===== src/rtl/retire_monitor.sv =====
// Commit-side retire monitor: counts retires/cycles, detects halt (self-loop) and timeout, keeps a PC trace.
// Optional bubble counter enabled by defining RETIRE_MONITOR_BUBBLE_CNT_EN.
module retire_monitor #(
    parameter int unsigned PC_W           = 32,
    parameter int unsigned TRACE_DEPTH    = 16,
    parameter int unsigned HALT_CYCLES    = 8,
    parameter int unsigned TIMEOUT_CYCLES = 100000
) (
    input  logic                             clk_i,
    input  logic                             rst_ni,
    input  logic [PC_W-1:0]                  pc_debug_i,
    input  logic                             insn_vld_i,
    input  logic [$clog2(TRACE_DEPTH)-1:0]   trace_rd_idx_i,
    output logic [PC_W-1:0]                  trace_rd_data_o,
    output logic [$clog2(TRACE_DEPTH):0]     trace_cnt_o,
    output logic [31:0]                      retired_cnt_o,
    output logic [31:0]                      cycle_cnt_o,
    output logic [31:0]                      bubble_cnt_o,
    output logic [1:0]                       state_o,
    output logic                             halted_o,
    output logic                             timeout_o
);
    localparam int unsigned AW = $clog2(TRACE_DEPTH);
    localparam int unsigned CW = AW + 1;
    localparam int unsigned RW = $clog2(HALT_CYCLES);

    typedef enum logic [1:0] {
        ST_IDLE    = 2'b00,
        ST_RUN     = 2'b01,
        ST_HALT    = 2'b10,
        ST_TIMEOUT = 2'b11
    } state_e;

    state_e          state_q, state_d;
    logic [31:0]     retired_cnt_q, retired_cnt_d;
    logic [31:0]     cycle_cnt_q, cycle_cnt_d;
    logic [CW-1:0]   trace_cnt_q, trace_cnt_d;
    logic [AW-1:0]   wr_ptr_q, wr_ptr_d;
    logic [RW-1:0]   rep_cnt_q, rep_cnt_d;
    logic [PC_W-1:0] last_pc_q, last_pc_d;
    logic [PC_W-1:0] rd_data_q;
    logic [PC_W-1:0] trace_mem [TRACE_DEPTH];
    logic            trace_we;
    logic [AW-1:0]   rd_addr;
    logic            rd_hit;

    function automatic logic [31:0] sat_inc(input logic [31:0] v);
        return (v == '1) ? v : v + 32'd1;
    endfunction

    always_comb begin
        state_d       = state_q;
        retired_cnt_d = retired_cnt_q;
        cycle_cnt_d   = cycle_cnt_q;
        trace_cnt_d   = trace_cnt_q;
        wr_ptr_d      = wr_ptr_q;
        rep_cnt_d     = rep_cnt_q;
        last_pc_d     = last_pc_q;
        trace_we      = 1'b0;
        case (state_q)
            ST_IDLE: begin
                if (insn_vld_i) begin
                    state_d       = ST_RUN;
                    retired_cnt_d = 32'd1;
                    trace_we      = 1'b1;
                    wr_ptr_d      = wr_ptr_q + AW'(1);
                    trace_cnt_d   = CW'(1);
                    last_pc_d     = pc_debug_i;
                    rep_cnt_d     = '0;
                end
            end
            ST_RUN: begin
                cycle_cnt_d = sat_inc(cycle_cnt_q);
                if (insn_vld_i) begin
                    retired_cnt_d = sat_inc(retired_cnt_q);
                    trace_we      = 1'b1;
                    wr_ptr_d      = wr_ptr_q + AW'(1);
                    trace_cnt_d   = (trace_cnt_q == CW'(TRACE_DEPTH)) ? trace_cnt_q
                                                                      : trace_cnt_q + CW'(1);
                    last_pc_d     = pc_debug_i;
                    rep_cnt_d     = (pc_debug_i == last_pc_q) ? rep_cnt_q + RW'(1) : '0;
                end
                // Halt takes priority over a timeout landing on the same edge.
                if (insn_vld_i && rep_cnt_d == RW'(HALT_CYCLES - 1)) begin
                    state_d = ST_HALT;
                end else if (cycle_cnt_d == 32'(TIMEOUT_CYCLES)) begin
                    state_d = ST_TIMEOUT;
                end
            end
            default: ;
        endcase
    end

    always_comb begin
        rd_addr = wr_ptr_q - AW'(1) - trace_rd_idx_i;
        rd_hit  = {1'b0, trace_rd_idx_i} < trace_cnt_q;
    end

    always_ff @(posedge clk_i or negedge rst_ni) begin
        if (!rst_ni) begin
            state_q       <= ST_IDLE;
            retired_cnt_q <= '0;
            cycle_cnt_q   <= '0;
            trace_cnt_q   <= '0;
            wr_ptr_q      <= '0;
            rep_cnt_q     <= '0;
            last_pc_q     <= '0;
            rd_data_q     <= '0;
        end else begin
            state_q       <= state_d;
            retired_cnt_q <= retired_cnt_d;
            cycle_cnt_q   <= cycle_cnt_d;
            trace_cnt_q   <= trace_cnt_d;
            wr_ptr_q      <= wr_ptr_d;
            rep_cnt_q     <= rep_cnt_d;
            last_pc_q     <= last_pc_d;
            rd_data_q     <= rd_hit ? trace_mem[rd_addr] : '0;
        end
    end

    // Trace RAM is left uninitialised; trace_cnt masks stale entries.
    always_ff @(posedge clk_i) begin
        if (trace_we) begin
            trace_mem[wr_ptr_q] <= pc_debug_i;
        end
    end

`ifdef RETIRE_MONITOR_BUBBLE_CNT_EN
    logic [31:0] bubble_cnt_q, bubble_cnt_d;

    always_comb begin
        bubble_cnt_d = bubble_cnt_q;
        if (state_q == ST_RUN && !insn_vld_i) begin
            bubble_cnt_d = sat_inc(bubble_cnt_q);
        end
    end

    always_ff @(posedge clk_i or negedge rst_ni) begin
        if (!rst_ni) begin
            bubble_cnt_q <= '0;
        end else begin
            bubble_cnt_q <= bubble_cnt_d;
        end
    end

    assign bubble_cnt_o = bubble_cnt_q;
`else
    assign bubble_cnt_o = '0;
`endif

    assign trace_rd_data_o = rd_data_q;
    assign trace_cnt_o     = trace_cnt_q;
    assign retired_cnt_o   = retired_cnt_q;
    assign cycle_cnt_o     = cycle_cnt_q;
    assign state_o         = state_q;
    assign halted_o        = (state_q == ST_HALT);
    assign timeout_o       = (state_q == ST_TIMEOUT);

endmodule


===== config.mk =====
export PLATFORM = sky130hd
export DESIGN_NAME = retire_monitor
export DESIGN_NICKNAME = d
export VERILOG_FILES = /design/src/rtl/retire_monitor.sv
export SDC_FILE = /design/constraint.sdc
export NUM_CORES = 1
export LEC_CHECK = 0
export CAP_MARGIN = 20
export CORE_MARGIN = 4
export CORE_UTILIZATION = 25
export CTS_CLUSTER_DIAMETER = 50
export DETAILED_ROUTE_END_ITERATION = 16
export GPL_TIMING_DRIVEN = 1
export HOLD_SLACK_MARGIN = 0.06
export RECOVER_POWER = 50
export SYNTH_ARGS = -nofsm -noshare
export SYNTH_HDL_FRONTEND = slang
export SYNTH_SLANG_ARGS = --single-unit

===== constraint.sdc =====
create_clock -name clk_i -period 2.95 [get_ports clk_i]
set_clock_uncertainty 0.2 [all_clocks]
set_input_delay 0.295 -clock clk_i [delete_from_list [all_inputs] [get_ports clk_i]]
set_output_delay 0.295 -clock clk_i [all_outputs]
set_load 0.02 [all_outputs]

* After elaboration in Yosys (flattened, before gate mapping)
Memories as Yosys holds them, arrays and structs flattened.
Cells that the tools add are included.
** Operators by class
- $add $sub $neg :: 7
- $lt $le $gt $ge :: 1
- Equal/unequal tests :: 14
- Mux-type cells :: 23
- Reduce and logical (&&, ||, !) cells :: 9
** Operators by type and width (count)
- 32-bit 2-to-1 mux :: 5
- 32-bit by 1-bit adder with 32-bit output, second input constant :: 2
- 32-bit equality test, second input constant :: 2
- 32-bit one-hot mux with 2 select lines :: 1
- 32-bit by 17-bit equality test with 1-bit output, second input constant :: 1
- 32-bit equality test :: 1
- 5-bit 2-to-1 mux :: 3
- 3-bit 2-to-1 mux :: 4
- 5-bit one-hot mux with 2 select lines :: 1
- 2-bit inequality test, second input constant :: 4
- 4-bit AND reduction :: 2
- 2-bit 2-to-1 mux :: 3
- 3-bit one-hot mux with 2 select lines :: 1
- 5-bit by 1-bit adder with 5-bit output, second input constant :: 1
- 5-bit equality test, second input constant :: 1
- 4-bit by 5-bit less-than comparator with 1-bit output :: 1
- 4-bit by 1-bit adder with 4-bit output, second input constant :: 1
- 2-bit equality test, second input constant :: 2
- 1-bit 2-to-1 mux :: 4
- 2-bit one-hot mux with 2 select lines :: 1
- 2-bit AND reduction :: 2
- 4-bit by 1-bit subtractor with 4-bit output, second input constant :: 1
- 4-bit subtractor :: 1
- 3-bit by 1-bit adder with 3-bit output, second input constant :: 1
- other kinds (8) :: 8
** Word-level totals
- Flip-flop bits (word level) :: 142
- RAM bits :: 512
- Input port bits :: 39
- Logic and storage cells :: 63
- Memories :: 1
** Memory list
- trace_mem :: words 16, width 32, rd ports 1, clocked after Yosys merged registers in 0, write ports 1, line 42 : logic [PC_W-1:0] trace_mem [TRACE_DEPTH];

* Longest topological paths before layout
Gate-level depths: netlist of run 1.
- Depth after elaboration :: 8
- Depth in mapped cells :: 11
- Depth with buffers taken out :: 8

* Worst setup path before layout of run 1
OpenSTA, ideal clock, no wires.
- Kind :: reg-to-reg
- From :: reg cycle_cnt_q[16] (netlist: cycle_cnt_o[16])
- To :: reg state_q[1] (netlist: state_o[1])
- Library setup time :: 0.076 ns
- Arrival time :: 3.034 ns
- Slack :: -0.361 ns
- Stages on the path, launching flop included :: 10
- Clock period less this slack :: 3.311 ns
- Cells stage by stage :: dfrtp_1 > buf_2 > nand3_2 > or4_1 > buf_2 > or4_1 > or3_1 > a211o_1 > or4_1 > o21ai_1
** On the way
- Longest elaborated chain between the ends :: 5
- Elaborated cells between the ends (all ways) :: 6
- Classes of those cells :: 1 x add/sub; 3 x eq/ne; 1 x mux; 1 x reduce/logical
** RTL lines
- start: declaration :: line 36 : logic [31:0] cycle_cnt_q, cycle_cnt_d;
- start signal: assignment :: line 112 : cycle_cnt_q <= cycle_cnt_d;
- 32-bit by 1-bit adder with 32-bit output or 32-bit equality test (tied branches) :: line 48 : return (v == '1) ? v : v + 32'd1;
- 32-bit 2-to-1 mux * :: line 48
- 32-bit by 17-bit equality test with 1-bit output * :: line 86 : end else if (cycle_cnt_d == 32'(TIMEOUT_CYCLES)) begin
- 3-bit inequality test (no line) *
- 3-bit AND reduction (no line) *
- end signal: assignment :: line 110 : state_q <= state_d;
- end: declaration :: line 34 : state_e state_q, state_d;
Every way passes the cells marked *; elsewhere a longest branch is shown, timed or not.
A chain may end at the register's enable or synchronous reset.

* Worst setup path in the final report of run 1
- From :: reg cycle_cnt_q[20] (netlist: cycle_cnt_o[20])
- To :: reg state_q[1] (netlist: state_o[1])
The elaborated chain is that of the path after synthesis.

==> out/qor.yml, run 1 <==
timing:
  final-setup-viol-count: 0
  rsz0062_at_grt: "yes"
  hold_viol: 0
  finalCriticalPeriod_ns: 2.944
  tightest_slew_ns: 1.820
  fmax_ghz: 0.3396
  finalCritPeriodShare_pct: 99.80
  slew-limit-headroom_pct: -21.36
  setup_tns_ns: 0
  finalMaxSlewViolations: 54
critical_path:
  rrSetupSlack_ns: 0.006
  cp-end-kind: "flop"
  crit_type: "flop to flop"
  r2r_cells: 8
  r2r_start: "cycle_cnt_o[20]"
  crit_fanout: 2
  r2r_end: "state_o[1]"
  crit_arrival_ns: 3.30
  startpoint_type: "flop"
  cp_data_required_time_ns: 3.30
placement:
  gp_congestion: 0.8252
  dpl.cell_count: 3308
  hpwl_um: 47170
  port_buffers: 143
worst_hold_path:
  hold_path.class: "flop to flop"
  min_from: "last_pc_q[6]"
  whs_path_depth: 2
  min_to: "last_pc_q[6]"
synth:
  syn_inst: 1647
  synth.distinct_cells: 54
  ys_top_cells_by_area: "edfxtp_1 57%, dfrtp_1 13%, mux4_2 11%, nand2_1 2.1%, a211oi_1 1.8%"
  ys_seq_elements: 654
  ys_seq_area_share_pct: 70.44
  ys_warn_count: 0
  synth_edf_count: 512
  synth_ff_type: "edfxtp_1"
  yosysTopAreaCell: "edfxtp_1"
  netlist.area_leader.share_pct: 57.22
  synthArstFlopShare_pct: 21.71
  syn-cell-area_um2: 26870
  avgSynthCellArea_um2: 16.31
detailed_routing:
  drc: 0
  detail_route.wl_per_cell_um: 21.33
  first_iter_violations: 1110
  ant_nets: 0
  firstDrtPassIters: 7
  dr_total_vias: 15891
  vias_per_cell: 4.606
  drt_wl_total_um: 73590
run_status:
  violations: "capacitance limit, slew limit"
  status: "complete, but fails checks"
pwr:
  leakage_nw: 11.75
  power_density_nw_per_um2: 635.6
  irDropWorstVdd_v: 0.0004838
cts:
  clk_pin_slew_ns: 0.06
  insertion_delay_ns: 0.62
  cts.sinks: 654
  cts_tree: "yes"
  cts_buffers: 77
  clock-root-buffer: "clkbuf_16"
  htree_levels: 3
  ctsLongestPathBuffers: 3
finish:
  mostFrequentLayoutCell: "edfxtp_1"
  fillCellCount: 10331
  drive_above_1_share_pct: 22.48
  finish.net_count: 2043
  final_cell_mix: "512 x edfxtp_1, 151 x nand2_1, 136 x dfrtp_1, 128 x mux4_2, 114 x buf_4"
  fin_cells: 3450
  syn_to_final_growth_pct: 27.54
grt:
  grt_pass1_vias: 16434
  grt_antenna_before_repair: 7
  track_usage_pct: 12.93
  grt_pass1_wl_um: 108800
  grt_start_max_net_pins: 47
  overflow: 0
floorplanning:
  ios: 176
  start_util_pct: 25.14
  die_x_um: 335.8
  die_h_um: 335.8
  rows: 120
  die-area_um2: 112800
  core_area_um2: 106900
run:
  drv_cap: 2
## how the worst max path moves through the flow
| stage | from | end | slack, ns | cells after the start |
|---|---|---|---|---|
| after floorplan | cycle_cnt_o[19] | state_o[1] | -0.1 | 9 |
| after global placement | trace_rd_idx_i[0] | trace_rd_data_o[11] | -0.61 | 9 |
| after detailed placement | trace_rd_idx_i[0] | trace_rd_data_o[2] | -0.57 | 9 |
| after CTS | cycle_cnt_o[1] | state_o[1] | 0.002 | 8 |
| after global routing | cycle_cnt_o[0] | state_o[1] | -0.04 | 8 |
| final | cycle_cnt_o[20] | state_o[1] | 0.006 | 8 |
## logic make-up (layout without fill, tap and decap cells)
family	after synthesis	after routing	share of synthesized area, %
xor+xnor	66	66	2.151
buf+inv	134	502	2.333
fa+ha+maj	16	16	0.7730
simple gates	425	425	7.748
mux	162	162	11.99
compound gates	189	189	4.545
flops	654	654	70.44
other cells	1	33	0.01396
## report_power, final
group | total (mW) | leakage [nW] | switching, mW | internal (mW)
registers | 10.2 | 6.42 | 0.107 | 10.1
clock network | 9.54 | 1.24 | 3.87 | 5.67
logic | 2.05 | 4.09 | 1.06 | 0.983
## worst max-delay path, stage by stage, from the launching register on
cell and delay, ns:
dfrtp_1 0.37, nand3_1 0.11, or4_4 0.54, buf_4 0.15, or2_2 0.33, a2111oi_4 0.37, o32ai_2 0.17, or4_4 0.54
o21ai_2 0.12
## cell type report
cell class,count,area (um2),area share [%]
sequential,654,18940,55.25
timing repair buffer,348,3333,9.726
multi-input combinational,890,7609,22.20
clock buffer,96,2069,6.038
inverter,17,63.81,0.1862
clock inverter,41,503.0,1.468
tap,1403,1755,5.122
antenna,1,2.502,0.007302
## sequential cells by signal, indices dropped and copies added (netlist names)
name,cells
trace_cnt_o,5
wr_ptr_q,4
cycle_cnt_o,32
trace_mem,512
state_o,2
retired_cnt_o,32
rep_cnt_q,3
last_pc_q,32
trace_rd_data_o,32
## stage by stage
| stage | worst slack [ns] | cell area [um2] | hold WS [ns] | total power, mW | utilization [%] |
|---|---|---|---|---|---|
| 2_1_floorplan | -0.09523 | 27070 | -0.2006 | 11.45 | - |
| 3_3_place_gp | -0.6087 | 31840 | 0.1292 | 12.44 | 29.79 |
| 3_5_place_dp | -0.5697 | 31840 | 0.1287 | 12.48 | 29.79 |
| 4_1_cts | 0.002008 | 34500 | 0.09828 | 22.09 | 32.27 |
| 5_1_grt | -0.04054 | 34270 | 0.3028 | 22.56 | 32.06 |
| 6_report | 0.005776 | 34270 | 0.2955 | 21.78 | 32.06 |
## routing by layer
layer	vias up	GRT usage (%)	share of wire, %	wire, um
met4	2	3.871	2.5	1842
met2	532	22.30	50	37040
met1	8186	16.41	41	30140
met3	125	2.686	6.2	4555
li1	7046	-	-	-
met5	-	0	0.015	11
## repair_timing
item / 4_1_cts / 5_1_grt
hold endpoints to repair: 142 / 0
cloned: 0 / 1
hold buffers: 2 / 0
endpoints found under the setup margin: 6 / 7
pin swaps: 1 / 3
resized for setup: 8 / 8
setup buffers: 0 / 1
## synth_stat cells (17+ instances only)
cell type  count
nand3_1       31
a21oi_1       41
o21ai_0       39
buf_4         32
mux2i_1       34
xnor2_1       54
mux4_2       128
dfrtp_1      142
inv_1         17
nor2_1        71
clkbuf_1      64
buf_1         18
nor2b_1       35
nand2_1      151
edfxtp_1     512
a211oi_1      64
nor3_1        23
nand4_1       26
and2_1        21
(Power assumes the default switching activity.)
==> run 2: changes to the inputs <==
CAP_MARGIN = 5   (was 20)
==> results of run 2 <==
Same layout as run 1: the final DEF is identical, and so are final timing and power.
==> run 3: changes to the inputs <==
RECOVER_POWER = unset   (was 50)
TNS_END_PERCENT = 100   (was unset)
==> out/qor.yml, run 3 (synthesis results as in run 1) <==
run_status:
  status: "completed"
timing:
  fin_ws_ns: 0.01157  # +0.005790 ns
  fmax_ghz: 0.3403  # +0.20%
  hold_viol: 0  # unchanged
  final-setup-viol-count: 0  # unchanged
  finalMaxSlewViolations: 0  # -100%
  tightest_slew_ns: 1.017  # -0.8035 ns
  setup_tns_ns: 0  # unchanged
  timing.hold.ws_ns: 0.1341  # -0.1614 ns
  finalCriticalPeriod_ns: 2.938  # -0.005790 ns
  slew-limit-headroom_pct: 32.21  # +54 points
  rsz0062_at_grt: "yes"
  finalCritPeriodShare_pct: 99.61  # -0.20 points
placement:
  pre_cts_slack_ns: -0.5697  # unchanged
  gp_congestion: 0.8252  # unchanged
  port_buffers: 143  # unchanged
  hpwl_um: 47170  # unchanged
critical_path:
  cp-end-kind: "flop"
  startpoint_type: "flop"
  crit_fanout: 2  # unchanged
  cp_data_required_time_ns: 3.30  # about the same
  crit_type: "flop to flop"
  crit_arrival_ns: 3.29  # about the same
floorplanning:
  ios: 176  # unchanged
  rows: 120  # unchanged
  start_util_pct: 25.14  # unchanged
  die_x_um: 335.8  # unchanged
  die_h_um: 335.8  # unchanged
  core_area_um2: 106900  # unchanged
  die-area_um2: 112800  # unchanged
detailed_routing:
  firstDrtPassIters: 5  # -2
  drc: 0  # unchanged
  drt_wl_total_um: 73540  # about the same
  first_iter_violations: 1250  # +13%
  vias_per_cell: 4.582  # -0.52%
  ant_nets: 0  # unchanged
  detail_route.wl_per_cell_um: 21.32  # about the same
  dr_total_vias: 15809  # -0.52%
grt:
  grt_start_max_net_pins: 47  # unchanged
  grt_pass1_vias: 16434  # unchanged
  grt_pass1_wl_um: 108800  # unchanged
  grt_antenna_before_repair: 4  # -3
  overflow: 0  # unchanged
  track_usage_pct: 12.93  # unchanged
finish:
  drive_above_1_share_pct: 24.68  # +2.2 points
  largest_reg_flops: 512  # unchanged
  largest_register: "trace_mem"
  syn_to_final_growth_pct: 28.66
  final_cell_mix: "512 x edfxtp_1, 153 x buf_4, 151 x nand2_1, 142 x clkdlybuf4s50_1, 136 x dfrtp_1"
  finish.net_count: 2043  # unchanged
  fillCellCount: 10277  # -0.52%
  mostFrequentLayoutCell: "edfxtp_1"
pwr:
  total_power_mw: 21.83  # +0.21%
  power_density_nw_per_um2: 631.4  # -0.66%
  irDropWorstVdd_v: 0.0004832  # -0.11%
  leakage_nw: 11.94  # +1.6%
cts:
  clk_pin_slew_ns: 0.06  # about the same
  htree_levels: 3  # unchanged
  clock-root-buffer: "clkbuf_16"
  cts_buffers: 77  # unchanged
  cts.sinks: 654  # unchanged
  ctsLongestPathBuffers: 3  # unchanged
  insertion_delay_ns: 0.62  # about the same
  cts_tree: "yes"
run:
  drv_cap: 0  # -2
worst_hold_path:
  hold_path.class: "input port to async pin"
run 3: what timing repair did:
action | CTS | global route
hold endpoints to repair | 142 | 0
buffers inserted | 0 | 1
hold buffers | 2 | 0
gates cloned | 0 | 1
gates resized for setup | 8 | 8
pin swaps | 1 | 3
setup endpoints to repair | 6 | 7
run 3: critical path, stage by stage, from the launching register on:
cell,delay (ns)
dfrtp_1,0.37
nand3_1,0.11
or4_4,0.54
buf_4,0.15
or2_2,0.33
a2111oi_4,0.37
o32ai_2,0.16
or4_4,0.54
o21ai_2,0.12
run 3: power breakdown:
part           internal [mW]  switching (mW)
sequential              10.1           0.107
combinational           1.03            1.06
clock                   5.67            3.87
total                   16.8            5.04
run 3: per-layer routing:
| layer | track usage, % | share of wire (%) | vias to the layer above |
|---|---|---|---|
| met3 | 2.686 | 5.7 | 116 |
| met1 | 16.41 | 41 | 8172 |
| met5 | 0 | 0.015 | - |
| met4 | 3.871 | 2.4 | 2 |
| li1 | - | - | 7035 |
| met2 | 22.30 | 50 | 484 |
run 3: final timing paths:
check / from / endpoint / slack (ns) / cells after the start
max in group asynchronous: rst_ni / trace_rd_data_o[12] / 2.05 / 3
setup reg to reg: cycle_cnt_o[20] / state_o[1] / 0.01 / 8
hold reg to reg: last_pc_q[6] / last_pc_q[6] / 0.29 / 2
setup / recovery: cycle_cnt_o[20] / state_o[1] / 0.01 / 8
hold / removal: rst_ni / retired_cnt_o[0] / 0.13 / 3
min in group clk_i: pc_debug_i[21] / last_pc_q[21] / 0.19 / 4
run 3: layout make-up:
class	count	area, um2	area share, %
diodes	1	2.502	0.007238
multi-input cells	890	7620	22.04
flip-flops and latches	654	18940	54.77
repair buffers	348	3623	10.48
clock buffers	96	2069	5.986
inverters	17	63.81	0.1846
well taps	1403	1755	5.077
clock inverters	41	503.0	1.455
run 3: through the flow:
step | cells | util (%) | instance area (um2)
global route | 3449 | 32.34 | 34570
floorplan | 1678 | - | 27070
finish | 3450 | 32.34 | 34570
global placement | 3308 | 29.79 | 31840
detailed placement | 3308 | 29.79 | 31840
CTS | 3447 | 32.27 | 34500
